**src/rtl/pattern_gen.sv**
```systemverilog
// Pattern generator: binary, gray, walking-one and LFSR sequences presented
// over a valid/ready handshake, with optional idle gap between patterns.
module pattern_gen #(
   parameter int                WIDTH     = 15,
   parameter int                STEP_GAP  = 0,
   parameter logic [WIDTH-1:0]  LFSR_TAPS = WIDTH'(15'h6000)
) (
   input  logic             clk,
   input  logic             rst,
   input  logic             start,
   input  logic [1:0]       mode,
   input  logic             ready,
   output logic [WIDTH-1:0] pattern,
   output logic             valid,
   output logic [WIDTH-1:0] index,
   output logic             busy,
   output logic             done
);

   typedef enum logic [1:0] {IDLE, RUN, GAP, DONE} state_t;

   localparam logic [1:0] M_BIN  = 2'd0;
   localparam logic [1:0] M_GRAY = 2'd1;
   localparam logic [1:0] M_WALK = 2'd2;

   // Index of the final pattern for each mode (index is WIDTH+1 bits wide).
   localparam logic [WIDTH:0] LAST_FULL = {1'b0, {WIDTH{1'b1}}};
   localparam logic [WIDTH:0] LAST_LFSR = {1'b0, {(WIDTH-1){1'b1}}, 1'b0};
   localparam logic [WIDTH:0] LAST_WALK = (WIDTH+1)'(WIDTH-1);
   localparam int             GAP_LOAD  = (STEP_GAP > 0) ? STEP_GAP - 1 : 0;

   state_t           state_q, state_d;
   logic [WIDTH-1:0] pat_q, pat_nx;
   logic [WIDTH:0]   idx_q, idx_nx, last_idx;
   logic [1:0]       mode_q;
   logic [7:0]       gap_cnt;
   logic             load_first, advance;

   assign pattern = pat_q;
   assign index   = idx_q[WIDTH-1:0];
   assign idx_nx  = idx_q + 1'b1;

   // Final index and next pattern, both selected by the latched mode.
   always_comb begin
      last_idx = LAST_LFSR;
      pat_nx   = {pat_q[WIDTH-2:0], ^(pat_q & LFSR_TAPS)};
      case (mode_q)
         M_BIN: begin
            last_idx = LAST_FULL;
            pat_nx   = idx_nx[WIDTH-1:0];
         end
         M_GRAY: begin
            last_idx = LAST_FULL;
            pat_nx   = idx_nx[WIDTH-1:0] ^ (idx_nx[WIDTH-1:0] >> 1);
         end
         M_WALK: begin
            last_idx = LAST_WALK;
            pat_nx   = pat_q << 1;
         end
         default: ;
      endcase
   end

   // State register.
   always_ff @(posedge clk) begin
      if (rst) state_q <= IDLE;
      else     state_q <= state_d;
   end

   // Next-state logic and status outputs.
   always_comb begin
      state_d    = state_q;
      load_first = 1'b0;
      advance    = 1'b0;
      valid      = (state_q == RUN);
      busy       = (state_q == RUN) || (state_q == GAP);
      done       = (state_q == DONE);
      case (state_q)
         IDLE, DONE: begin
            if (start) begin
               state_d    = RUN;
               load_first = 1'b1;
            end
         end
         RUN: begin
            if (ready) begin
               if (idx_q == last_idx) begin
                  state_d = DONE;
               end else begin
                  advance = 1'b1;
                  state_d = (STEP_GAP == 0) ? RUN : GAP;
               end
            end
         end
         GAP: begin
            if (gap_cnt == 8'd0) state_d = RUN;
         end
         default: state_d = IDLE;
      endcase
   end

   // Datapath: pattern, index, latched mode and gap countdown.
   always_ff @(posedge clk) begin
      if (rst) begin
         pat_q   <= '0;
         idx_q   <= '0;
         mode_q  <= 2'd0;
         gap_cnt <= 8'd0;
      end else if (load_first) begin
         mode_q  <= mode;
         idx_q   <= '0;
         // Walking-one and LFSR start from 1, counters from 0.
         pat_q   <= mode[1] ? WIDTH'(1) : '0;
         gap_cnt <= 8'd0;
      end else if (advance) begin
         idx_q   <= idx_nx;
         pat_q   <= pat_nx;
         gap_cnt <= 8'(GAP_LOAD);
      end else if (state_q == GAP && gap_cnt != 8'd0) begin
         gap_cnt <= gap_cnt - 8'd1;
      end
   end

endmodule

```
**config.mk**
```make
export PLATFORM = sky130hd
export DESIGN_NAME = pattern_gen
export DESIGN_NICKNAME = d
export VERILOG_FILES = /design/src/rtl/pattern_gen.sv
export SDC_FILE = /design/constraint.sdc
export NUM_CORES = 1
export LEC_CHECK = 0
export CAP_MARGIN = 20
export CORE_MARGIN = 1
export CORE_UTILIZATION = 40
export CTS_CLUSTER_SIZE = 10
export DETAILED_ROUTE_END_ITERATION = 8
export DONT_BUFFER_PORTS = 1
export PLACE_DENSITY = 0.57
export SLEW_MARGIN = 30
export SYNTH_ARGS = -nofsm -noshare
export SYNTH_HDL_FRONTEND = slang
export SYNTH_SLANG_ARGS = --single-unit
```
**constraint.sdc**
```tcl
create_clock -name clk -period 2.54 [get_ports clk]
set_input_delay 0.508 -clock clk [delete_from_list [all_inputs] [get_ports clk]]
set_output_delay 0.508 -clock clk [all_outputs]
set_load 0.02 [all_outputs]
```
Word-level counts from Yosys, hierarchy flattened
Cells that the tools add are included.
{ "word_totals": {"out_inout_bits": 33, "ff_bits": 43} }
{ "op_classes": {"n_eq_ne": 9, "addsub": 2, "bitwise_logic": 1, "mux": 15, "n_reduce_logical": 13} }
{ "op_table": {"columns": ["op", "n"], "rows": [
  ["15-bit case mux with 3 select lines", 1],
  ["15-bit 2-to-1 mux", 2],
  ["15-bit case mux with 2 select lines", 1],
  ["16-bit by 1-bit adder with 16-bit output, second input constant", 1],
  ["16-bit equality test", 1],
  ["15-bit XOR reduction", 1],
  ["15-bit by 14-bit bitwise XOR with 15-bit output", 1],
  ["8-bit zero test", 1],
  ["2-bit 2-to-1 mux", 4],
  ["8-bit nonzero test", 1],
  ["8-bit by 1-bit subtractor with 8-bit output, second input constant", 1],
  ["2-bit equality test, second input constant", 3],
  ["1-bit 2-to-1 mux", 6],
  ["2-bit case mux with 3 select lines", 1],
  ["2-bit OR reduction", 3],
  ["2-bit by 1-bit equality test with 1-bit output, second input constant", 2],
  ["2-bit zero test", 2],
  ["2-bit != test, second input constant", 2],
  ["3-bit AND reduction", 1],
  ["3-bit OR reduction", 1],
  ["2-bit by 1-bit != test with 1-bit output, second input constant", 1],
  ["2-bit nonzero test", 1],
  ["1-bit logical AND", 1],
  ["1-bit logical OR", 1]
]} }

Longest topological paths before layout
Gate-level depths: netlist of run 1.
{ "depth": {"depth_word": 9, "ltp_mapped": 9} }

Worst setup path before layout of run 1
OpenSTA, ideal clock, no wires.
{ "synth_timing": {"path_type": "reg2reg", "start": "register idx_q[14]", "end": "register pat_q[10] (netlist: pattern[10])", "n_path_buf": 2, "slack_ns": 0.156, "arrival_ns": 2.270, "path_stages_with_launch": 9, "setup_ns": 0.114, "cell_sequence": "dfxtp_1 > clkbuf_1 > nand2_1 > or4_4 > a2111oi_4 > a21oi_2 > buf_2 > mux2i_1 > a21o_1"} }
{ "synth_between": {"elab_chain_len": 5} }
{ "synth_lines": {"columns": ["item", "line", "text"], "rows": [
  ["from (decl)", "34", "logic [WIDTH:0] idx_q, idx_nx, last_idx;"],
  ["from (signal assigned)", "116", "idx_q <= idx_nx;"],
  ["16-bit equality test", "87", "if (idx_q == last_idx) begin"],
  ["1-bit 2-to-1 mux", "87", null],
  ["1-bit 2-to-1 mux", "86", "if (ready) begin"],
  ["1-bit 2-to-1 mux", "78", "case (state_q)"],
  ["2-bit nonzero test (no source line)", null, null],
  ["to (signal assigned)", "113", "pat_q <= mode[1] ? WIDTH'(1) : '0;"],
  ["to (signal assigned)", "117", "pat_q <= pat_nx;"],
  ["to (decl)", "33", "logic [WIDTH-1:0] pat_q, pat_nx;"]
]} }
Every way passes these cells.
A chain may end at the register's enable or synchronous reset.

Worst setup path after layout of run 1
{ "layout_timing": {"start": "register idx_q[8]", "end": "register state_q[1]"} }
{ "layout_between": {"elab_chain_len": 4} }
{ "layout_lines": {"columns": ["item", "line", "text"], "rows": [
  ["16-bit equality test", "87", null],
  ["2-bit 2-to-1 mux", "87", null],
  ["2-bit 2-to-1 mux", "86", null],
  ["2-bit case mux with 3 select lines", "78", null],
  ["to (signal assigned)", "67", "else state_q <= state_d;"],
  ["to (decl)", "32", "state_t state_q, state_d;"]
]} }
Every way passes these cells. The select of a mux whose other input is x is not followed.

==> results by group, run 1 <==
Power
  – Max rail drop VDD: 267 µV
  – Static power due to leakage: 1.19 nW
  – Relative contribution of the clock network to total power: 0.376
  – Net switching power figure: 358 µW
  – Comb power frac: 0.112
  – Switching share of total power: 0.258
  – Sequential group share of total power: 0.512
  – Cell area power density: 407 nW/µm²
  – Cell internal power dissipation: 1.03 mW

CTS
  – Count of clock tree sinks: 43
  – H-tree lvl count: 2
  – Register clock-pin slew on the reported worst setup and hold paths: 0.08 ns
  – Clock tree from TritonCTS: built
  – Number of buffers inserted during clock tree synthesis: 5
  – Hold bufs inserted after CTS: 0
  – Longest Clk Path Bufs: 2
  – Root cell of the clock tree: clkbuf_8
  – Clock latency at the later pin of the worst-skew pair: 0.29 ns

Synthesis
  – Post-synth design cell area: 3120 µm²
  – Share of synthesized area spent on multiplexers: 0.0321
  – Count of flip-flops with a built-in enable after synthesis: 0
  – Synthesized flop and latch total: 43
  – Net count of the mapped netlist: roughly 420
  – Dominant synthesized flop cell: dfxtp_1
  – Count of different cell masters after synthesis: 60
  – Per-instance average area after synthesis: 7.62 µm²
  – Post-synth ARST share: 0
  – Compound-Gate Fraction of Synth Area: 0.238
  – Gate count of the mapped netlist: 409
  – Dominant cell type by area after synthesis: dfxtp_1
  – Sequential cell area fraction in the yosys report: 0.276
  – Area share of fa/ha/maj cells after synthesis: 0.0241
  – Number of warnings printed during yosys synthesis: 0
  – Fraction of post-synthesis cell area in the top cell type by area: 0.276
  – Post-synthesis xor/xnor area fraction: 0.0787
  – Dominant combinational cell family by area after synthesis: simple AND/OR/NAND/NOR gates
  – Post-Synth Simple-Gate Area: 0.244
  – Synth area leaders: dfxtp_1 (28%), xnor2_1 (5.1%), a21oi_1 (4.7%)

STA
  – Number of pins with negative max-slew slack in the final report: 0
  – Max Clock Skew: 0.00516 ns
  – Unrepaired setup endpoints after global routing: false
  – Worst Tran Pin Value: 0.746 ns
  – Fraction of the cycle the final worst path needs: 0.927
  – Crit path time final: 2.36 ns
  – Max transition margin: 0.503
  – Final setup violation count: 0
  – Tightest hold margin: about 0.27 ns
  – Maximum frequency from static timing analysis: about 420 MHz
  – Total Neg Setup Slack: 0 ns
  – Final hold violations: 0

Place
  – Number of instances in the placed design: 496
  – PortBufs: 0
  – HPWL Detailed: 6120 µm
  – GPL Wtd Cong: 0.869
  – Area post-placement: 3300 µm²

Setup path
  – Startpoint Class: register
  – Count of buffering cells on the critical path with inverters included: 1
  – FF-to-FF Start: idx_q[8]$_SDFFE_PP0P_
  – Kind of end point of the critical path: register
  – Capture point of the worst reg-to-reg path: state_q[1]$_SDFFE_PP0P_
  – Cell chain of the critical path: nand3_2, or4_4, a2111oi_4, buf_4, nand2_1, or3_1, a21oi_1
  – Setup slack, reg-to-reg: 0.18 ns
  – Reg2reg path depth: 7
  – Number of cells on the critical path: 7
  – Worst EP required: 2.77 ns
  – Critical path's slowest cell: or4_4
  – Critical path's largest stage delay: 0.53 ns
  – Maximum fanout count along the critical path: 7
  – Cell class contributing the biggest share of worst-path delay: simple AND/OR/NAND/NOR gates
  – Worst setup path class: register to register
  – Arrival time reported for the critical path endpoint: 2.59 ns

Die
  – Die Height: 90.3 µm
  – Die Footprint: slightly above 8000 µm²
  – Effective utilization at floorplan: 0.421
  – Chip Width: 90.3 µm
  – Boundary Pins: 39
  – Placement row count: 31
  – Placeable core region: 7410 µm²

Worst hold path
  – Hold EP: mode_q[1]$_SDFFE_PP0P_
  – Cells on Worst Hold Path: 1
  – Min-delay worst type: input port to register
  – Source of the worst hold timing path: rst

Layout
  – Fill cells: 741
  – Final antenna diode count: 0
  – Final non-filler cell total: 504
  – Share of cells above drive strength 1: 0.160
  – Commonest non-fill, non-tap cell in the layout: dfxtp_1
  – Total non-filler cell area in the finished layout: 3410 µm²
  – Most frequent cells in the layout: dfxtp_1 (43), buf_4 (42), nand2_1 (34), nor2_1 (34), a21oi_1 (28)
  – Layout-stage area growth over the synthesis result: 9.56%
  – Number of nets in the finished design: 417

Drt
  – DR iter-0 viols: 219
  – Drt pass-1 iters: 6
  – DRC violation count after routing: 0
  – Antenna viol nets, final: 0
  – Per-cell via count in the routed design: between 5 and 6
  – Via count of the routed design: between 2000 and 3000
  – Wire length after detailed routing: 8450 µm
  – Routed wire length per instance: around 17 µm

GRT
  – Sum of overflow across all layers after global routing: 0
  – Global-route wire length before repair: 13800 µm
  – Pin count of the biggest net entering global routing: 31
  – Total routing usage reported by global routing: 0.208
  – Antenna violations before repair: 0
  – Number of global-route vias before repair: roughly 2700

Outcome
  – Run status: finished, final reports clean

Job
  – Number of max-capacitance violations reported: 0
==> timing repair <==
action,4_1_cts,5_1_grt
hold endpoints to repair,0,0
setup buffers,0,1
setup endpoints to repair,0,2
resized for setup,0,0
==> through the flow <==
| step | setup slack (ns) | power (mW) | utilization |
|---|---|---|---|
| final | 0.184 | 1.39 | 0.461 |
| after CTS | 0.0867 | 1.41 | 0.460 |
| after detailed placement | 0.110 | 0.880 | 0.446 |
| after floorplan | 0.156 | 0.832 | - |
| after global routing | 0.0936 | 1.44 | 0.461 |
| after global placement | 0.162 | 0.871 | 0.442 |
==> registers in the layout, indices dropped and copies added (netlist names) <==
name / cells
gap_cnt: 8
idx_q: 16
mode_q: 2
pattern: 15
state_q: 2
==> worst max-delay path by stage <==
stage / slack (ns) / start / endpoint
finish: 0.18 / idx_q[8]$_SDFFE_PP0P_ / state_q[1]$_SDFFE_PP0P_
global route: 0.09 / idx_q[8]$_SDFFE_PP0P_ / state_q[1]$_SDFFE_PP0P_
CTS: 0.09 / idx_q[8]$_SDFFE_PP0P_ / gap_cnt[1]$_SDFFE_PP0P_
detailed placement: 0.11 / idx_q[8]$_SDFFE_PP0P_ / gap_cnt[1]$_SDFFE_PP0P_
global placement: 0.16 / idx_q[6]$_SDFFE_PP0P_ / gap_cnt[1]$_SDFFE_PP0P_
floorplan: 0.16 / idx_q[14]$_SDFFE_PP0P_ / pattern[10]$_SDFFE_PP0P_
==> cells in the mapped netlist, drive strengths merged (7+ instances only) <==
cell type  instances
xnor2             18
mux2i             10
a31o               7
nand2b             9
buf               23
o21ai             19
nand4              7
nor2              34
nor3              12
a211oi            13
dfxtp             43
clkbuf            31
xor2              10
inv               12
nand3             22
a21oi             30
nand2             34
==> power by group through the flow <==
stage / clock network [mW] / registers [mW] / logic, mW
after floorplan: 0 / 0.723 / 0.110
after global placement: 0 / 0.727 / 0.144
after detailed placement: 0 / 0.727 / 0.152
after CTS: 0.541 / 0.711 / 0.153
after global routing: 0.560 / 0.713 / 0.170
final: 0.523 / 0.711 / 0.155
==> area by class of cell <==
type | count | area [µm²] | area share
Clock buffer | 6 | 72.6 | 0.0213
Clock inverter | 1 | 30.0 | 0.00880
Inverter | 13 | 48.8 | 0.0143
Multi-Input combinational cell | 299 | 1930 | 0.567
Sequential cell | 43 | 861 | 0.252
Tap cell | 99 | 124 | 0.0363
Timing Repair Buffer | 43 | 343 | 0.100
==> cells by family after synthesis <==
family,count (synthesis)
fa+ha+maj,6
compound gates,108
xor+xnor,28
flops,43
simple gates,147
buf+inv,67
mux,10
==> metal layers <==
| layer | part of all wire | track usage |
|---|---|---|
| met1 | 0.48 | 0.292 |
| met2 | 0.43 | 0.313 |
| met3 | 0.072 | 0.0522 |
| met4 | 0.017 | 0.0605 |
| met5 | 0 | 0 |
(Power assumes the default switching activity.)
==> run 2: changes to the inputs <==
CORE_MARGIN = not set   (was 1)
REMOVE_ABC_BUFFERS = 1   (was not set)
==> run 2 against run 1 <==
Against the previous run: cell count is 0.60% lower; register-to-register slack better by 0.04 ns; critical path depth is 2 higher; count of clock-buffer cells in the layout is 1 lower; die area stayed put.
==> results by group, run 2 (same netlist as run 1, synthesis figures left out) <==
Outcome
  – Run status: finished, final reports clean

Setup path
  – Worst EP required: 2.74 ns (-0.03 ns)
  – Maximum fanout count along the critical path: 27 (+20)
  – Arrival time reported for the critical path endpoint: 2.52 ns (-0.07 ns)
  – Startpoint Class: register
  – Worst setup path start: mode_q[1]$_SDFFE_PP0P_
  – Worst setup path class: register to register
  – Kind of end point of the critical path: register
  – FF-to-FF Start: mode_q[1]$_SDFFE_PP0P_

STA
  – Crit path time final: 2.32 ns (-0.0405 ns)
  – Final setup violation count: 0 (unchanged)
  – Maximum frequency from static timing analysis: 432 MHz (+1.7%)
  – Fraction of the cycle the final worst path needs: 0.912 (-0.0159)
  – Final worst-path setup slack: 0.225 ns (+0.0405 ns)
  – Worst Tran Pin Value: 0.575 ns (-0.171 ns)
  – Number of pins with negative max-slew slack in the final report: 0 (unchanged)
  – Final hold violations: 0 (unchanged)
  – Max Clock Skew: 0.00400 ns (-0.00117 ns)
  – Max transition margin: 0.616 (+0.113)
  – Unrepaired setup endpoints after global routing: false

CTS
  – Post-CTS setup-driven buffer insertion count: 0 (unchanged)
  – Clock latency at the later pin of the worst-skew pair: 0.30 ns (about the same)
  – Register clock-pin slew on the reported worst setup and hold paths: 0.09 ns (about the same)
  – Number of buffers inserted during clock tree synthesis: 5 (unchanged)
  – Longest Clk Path Bufs: 2 (unchanged)
  – H-tree lvl count: 2 (unchanged)
  – Clock tree from TritonCTS: built
  – Resized Gates After CTS: 0 (unchanged)
  – Count of clock tree sinks: 43 (unchanged)
  – Root cell of the clock tree: clkbuf_8
  – Hold bufs inserted after CTS: 0 (unchanged)

Die
  – Die Height: 90.3 µm (unchanged)
  – Die Footprint: 8150 µm² (unchanged)
  – Boundary Pins: 39 (unchanged)
  – Placement row count: 31 (unchanged)
  – Effective utilization at floorplan: 0.421 (unchanged)
  – Chip Width: 90.3 µm (unchanged)
  – Placeable core region: 7410 µm² (unchanged)

Drt
  – Per-cell via count in the routed design: 5.78 (-2.1%)
  – Routed wire length per instance: 16.0 µm (-4.4%)
  – Wire length after detailed routing: 8030 µm (-5.0%)
  – Drt pass-1 iters: 5 (-1)
  – DRC violation count after routing: 0 (unchanged)
  – Via count of the routed design: 2894 (-2.7%)
  – Antenna viol nets, final: 0 (unchanged)
  – DR iter-0 viols: 165 (-25%)

Place
  – GPL Wtd Cong: 0.835 (-3.9%)
  – PortBufs: 0 (unchanged)
  – Pre-CTS WS: 0.245 ns (+0.135 ns)
  – Number of instances in the placed design: 494 (-0.40%)
  – HPWL Detailed: 5620 µm (-8.2%)

Power
  – Static power due to leakage: 1.17 nW (-1.7%)
  – Cell area power density: 416 nW/µm² (+2.3%)
  – Total chip power: 1.41 mW (+1.5%)
  – Max rail drop VDD: 240 µV (-10%)

GRT
  – Global-route wire length before repair: 13400 µm (-2.5%)
  – Total routing usage reported by global routing: 0.201 (-0.00634)
  – Antenna violations before repair: 0 (unchanged)
  – Pin count of the biggest net entering global routing: 28 (-9.7%)
  – Number of global-route vias before repair: 2599 (-2.8%)
  – Sum of overflow across all layers after global routing: 0 (unchanged)

Layout
  – Multi-input combinational cell area: 1930 µm² (unchanged)
  – Share of cells above drive strength 1: 0.157 (-0.00378)
  – Largest register FFs: 16 (unchanged)
  – Final non-filler cell total: 501 (-0.60%)
  – FF/Latch Area: 861 µm² (unchanged)
  – Commonest non-fill, non-tap cell in the layout: dfxtp_1
  – Layout-stage area growth over the synthesis result: 8.71%
  – Register ranked first by flip-flop count: idx_q
  – Final antenna diode count: 0 (unchanged)
  – Number of nets in the finished design: 414 (-0.72%)
  – Most frequent cells in the layout: dfxtp_1 (43), buf_4 (39), nand2_1 (34), nor2_1 (34), a21oi_1 (28)
  – Fill cells: 730 (-1.5%)

Worst hold path
  – Min-delay worst type: input port to register
  – Source of the worst hold timing path: rst

Job
  – Number of max-capacitance violations reported: 0 (unchanged)
[run 2: area by class of cell]
cell class,instances,share of cell area
multi-input cells,299,0.571
flip-flops and latches,43,0.254
repair buffers,40,0.0924
well taps,99,0.0366
clock buffers,5,0.0203
inverters,13,0.0144
clock inverters,2,0.0111
[run 2: per-layer routing]
metal	up-vias	global-route usage	routed length (µm)
li1	1445	-	-
met1	1325	0.292	3820
met2	118	0.302	3540
met3	6	0.0438	590
met4	0	0.0484	78
met5	-	0	0
[run 2: path summary, 6_finish.rpt]
check	to	slack, ns	cells after the start
worst min register to register	state_q[1]$_SDFFE_PP0P_	0.51	2
worst max-delay path	idx_q[7]$_SDFFE_PP0P_	0.22	9
worst min-delay path	mode_q[1]$_SDFFE_PP0P_	0.26	1
worst max register to register	idx_q[7]$_SDFFE_PP0P_	0.22	9
[run 2: per-stage QoR]
stage	setup TNS [ns]	instance area, µm²	util	hold WS [ns]
2_1_floorplan	-12.27	2830	-	0.459
5_1_grt	0	3390	0.457	0.246
4_1_cts	0	3390	0.457	0.249
3_3_place_gp	0	3280	0.443	0.479
3_5_place_dp	0	3280	0.443	0.490
6_report	0	3390	0.457	0.259
[run 2: worst max-delay path, cell delays in order, from the launching register on]
cell and delay (ns):
dfxtp_1 0.33, buf_4 0.30, clkinv_1 0.19, nand3_1 0.11
o31ai_1 0.07, buf_4 0.17, a21oi_4 0.49, buf_4 0.26
a21oi_1 0.07, a31o_2 0.21
[run 2: where the power goes]
group	switching [mW]	total (mW)	internal [mW]
Clock	0.259	0.546	0.288
Combinational	0.102	0.155	0.0522
Sequential	0.0219	0.709	0.687
Total	0.383	1.41	1.03
==> run 3: changes to the inputs <==
MAX_ROUTING_LAYER = met4   (was not set)
SLEW_MARGIN = 20   (was 30)
==> run 3 against run 2 <==
Against the previous run: largest cell class unchanged; die area stayed put; worst hold slack improved by 0.0012 ns; utilization is the same; setup slack better by 0.0031 ns; via count unchanged; critical path depth is the same; clock power is essentially flat; first-iteration DRC count up 15%; cell count is the same.
==> results by group, run 3 (same netlist as run 1, synthesis figures left out) <==
Drt
  – Wire length after detailed routing: 8040 µm (+0.12%)
  – Via count of the routed design: 2894 (unchanged)
  – Antenna viol nets, final: 0 (unchanged)
  – Drt pass-1 iters: 5 (unchanged)
  – DR iter-0 viols: 190 (+15%)
  – DRC violation count after routing: 0 (unchanged)
  – Per-cell via count in the routed design: 5.78 (unchanged)
  – Routed wire length per instance: 16.0 µm (+0.12%)

Power
  – Cell area power density: 416 nW/µm² (about the same)
  – Total chip power: 1.41 mW (about the same)
  – Static power due to leakage: 1.17 nW (about the same)
  – Max rail drop VDD: 240 µV (+0.20%)

STA
  – Max Clock Skew: 0.00404 ns (+0.0000476 ns)
  – Final setup violation count: 0 (unchanged)
  – Fraction of the cycle the final worst path needs: 0.910 (-0.00121)
  – Final hold violations: 0 (unchanged)
  – Number of pins with negative max-slew slack in the final report: 0 (unchanged)
  – Maximum frequency from static timing analysis: 432 MHz (+0.13%)
  – Max transition margin: 0.611 (-0.00440)
  – Tightest hold margin: 0.260 ns (+0.00122 ns)
  – Crit path time final: 2.31 ns (-0.00309 ns)
  – Unrepaired setup endpoints after global routing: false
  – Worst Tran Pin Value: 0.582 ns (+0.00658 ns)

Die
  – Placement row count: 31 (unchanged)
  – Placeable core region: 7410 µm² (unchanged)
  – Die Footprint: 8150 µm² (unchanged)
  – Chip Width: 90.3 µm (unchanged)
  – Die Height: 90.3 µm (unchanged)
  – Boundary Pins: 39 (unchanged)
  – Effective utilization at floorplan: 0.421 (unchanged)

Setup path
  – Critical path's slowest cell: a21oi_4
  – Critical path's largest stage delay: 0.49 ns (about the same)
  – Cell chain of the critical path: buf_4, clkinv_1, nand3_1, o31ai_1, buf_4, a21oi_4, buf_4, a21oi_1, a31o_2
  – Count of buffering cells on the critical path with inverters included: 4 (unchanged)
  – Startpoint Class: register
  – CP most frequent cell: buf_4
  – Worst EP required: 2.74 ns (about the same)
  – Arrival time reported for the critical path endpoint: 2.52 ns (about the same)
  – Maximum fanout count along the critical path: 27 (unchanged)
  – Worst setup path class: register to register
  – Cell class contributing the biggest share of worst-path delay: buffers and inverters
  – Kind of end point of the critical path: register

Layout
  – Final antenna diode count: 0 (unchanged)
  – Layout-stage area growth over the synthesis result: 8.71% (unchanged)
  – Commonest non-fill, non-tap cell in the layout: dfxtp_1
  – Most frequent cells in the layout: dfxtp_1 (43), buf_4 (39), nand2_1 (34), nor2_1 (34), a21oi_1 (28)
  – Share of cells above drive strength 1: 0.157 (unchanged)
  – Number of nets in the finished design: 414 (unchanged)
  – Register ranked first by flip-flop count: idx_q
  – Largest register FFs: 16 (unchanged)

GRT
  – Pin count of the biggest net entering global routing: 28 (unchanged)
  – Total routing usage reported by global routing: 0.207 (+0.00597)
  – Global-route wire length before repair: 13400 µm (unchanged)
  – Antenna violations before repair: 0 (unchanged)
  – Number of global-route vias before repair: 2602 (+0.12%)
  – Sum of overflow across all layers after global routing: 0 (unchanged)

Outcome
  – Run status: finished, final reports clean

CTS
  – Count of clock tree sinks: 43 (unchanged)
  – Number of buffers inserted during clock tree synthesis: 5 (unchanged)
  – Resized Gates After CTS: 0 (unchanged)
  – Clock latency at the later pin of the worst-skew pair: 0.30 ns (about the same)
  – Post-CTS setup-driven buffer insertion count: 0 (unchanged)
  – H-tree lvl count: 2 (unchanged)
  – Longest Clk Path Bufs: 2 (unchanged)
  – Root cell of the clock tree: clkbuf_8
  – Hold bufs inserted after CTS: 0 (unchanged)
  – Clock tree from TritonCTS: built
  – Register clock-pin slew on the reported worst setup and hold paths: 0.09 ns (about the same)

Place
  – GPL Wtd Cong: 0.848 (+1.5%)
  – HPWL Detailed: 5620 µm (unchanged)
  – PortBufs: 0 (unchanged)

Job
  – Number of max-capacitance violations reported: 0 (unchanged)

Worst hold path
  – Min-delay worst type: input port to register
[run 3: cell counts in the layout (fill, tap and decap cells not counted)]
Identical to the previous run, type by type.
[run 3: metal layers]
metal / global-route usage / vias up / wire length, µm
met2: 0.301 / 109 / 3500
met3: 0.0396 / 7 / 586
met4: 0.0484 / 0 / 80
li1: - / 1445 / -
met5: - / - / 0
met1: 0.296 / 1333 / 3870
[run 3: path summary, 6_finish.rpt]
check	from	end	slack (ns)	cells past startpoint
setup / recovery	mode_q[1]$_SDFFE_PP0P_	idx_q[7]$_SDFFE_PP0P_	0.23	9
hold / removal	rst	mode_q[1]$_SDFFE_PP0P_	0.26	1
setup reg to reg	mode_q[1]$_SDFFE_PP0P_	idx_q[7]$_SDFFE_PP0P_	0.23	9
hold reg to reg	state_q[1]$_SDFFE_PP0P_	state_q[1]$_SDFFE_PP0P_	0.51	2
[run 3: cell type report]
class,instances,area (µm²)
clock buffer,5,68.8
clock inverter,2,37.5
fill,730,4020
inverter,13,48.8
multi-input combinational,299,1930
sequential,43,861
tap,99,124
timing repair buffer,40,313
[run 3: where the power goes]
| group | leakage (nW) | switching, mW | internal [mW] |
|---|---|---|---|
| Combinational | 0.776 | 0.102 | 0.0523 |
| Sequential | 0.348 | 0.0219 | 0.687 |
| Clock | 0.0502 | 0.258 | 0.288 |
| Total | 1.17 | 0.383 | 1.03 |
[run 3: stage by stage]
step                      setup TNS (ns)  cells  utilization  cell area [µm²]  setup WS (ns)
final                                  0    501        0.457             3390          0.228
after global routing                   0    501        0.457             3390        0.00340
after CTS                              0    501        0.457             3390          0.219
after detailed placement               0    494        0.443             3280          0.245
after global placement                 0    494        0.443             3280          0.301
after floorplan                   -12.27    355            -             2830         -0.446
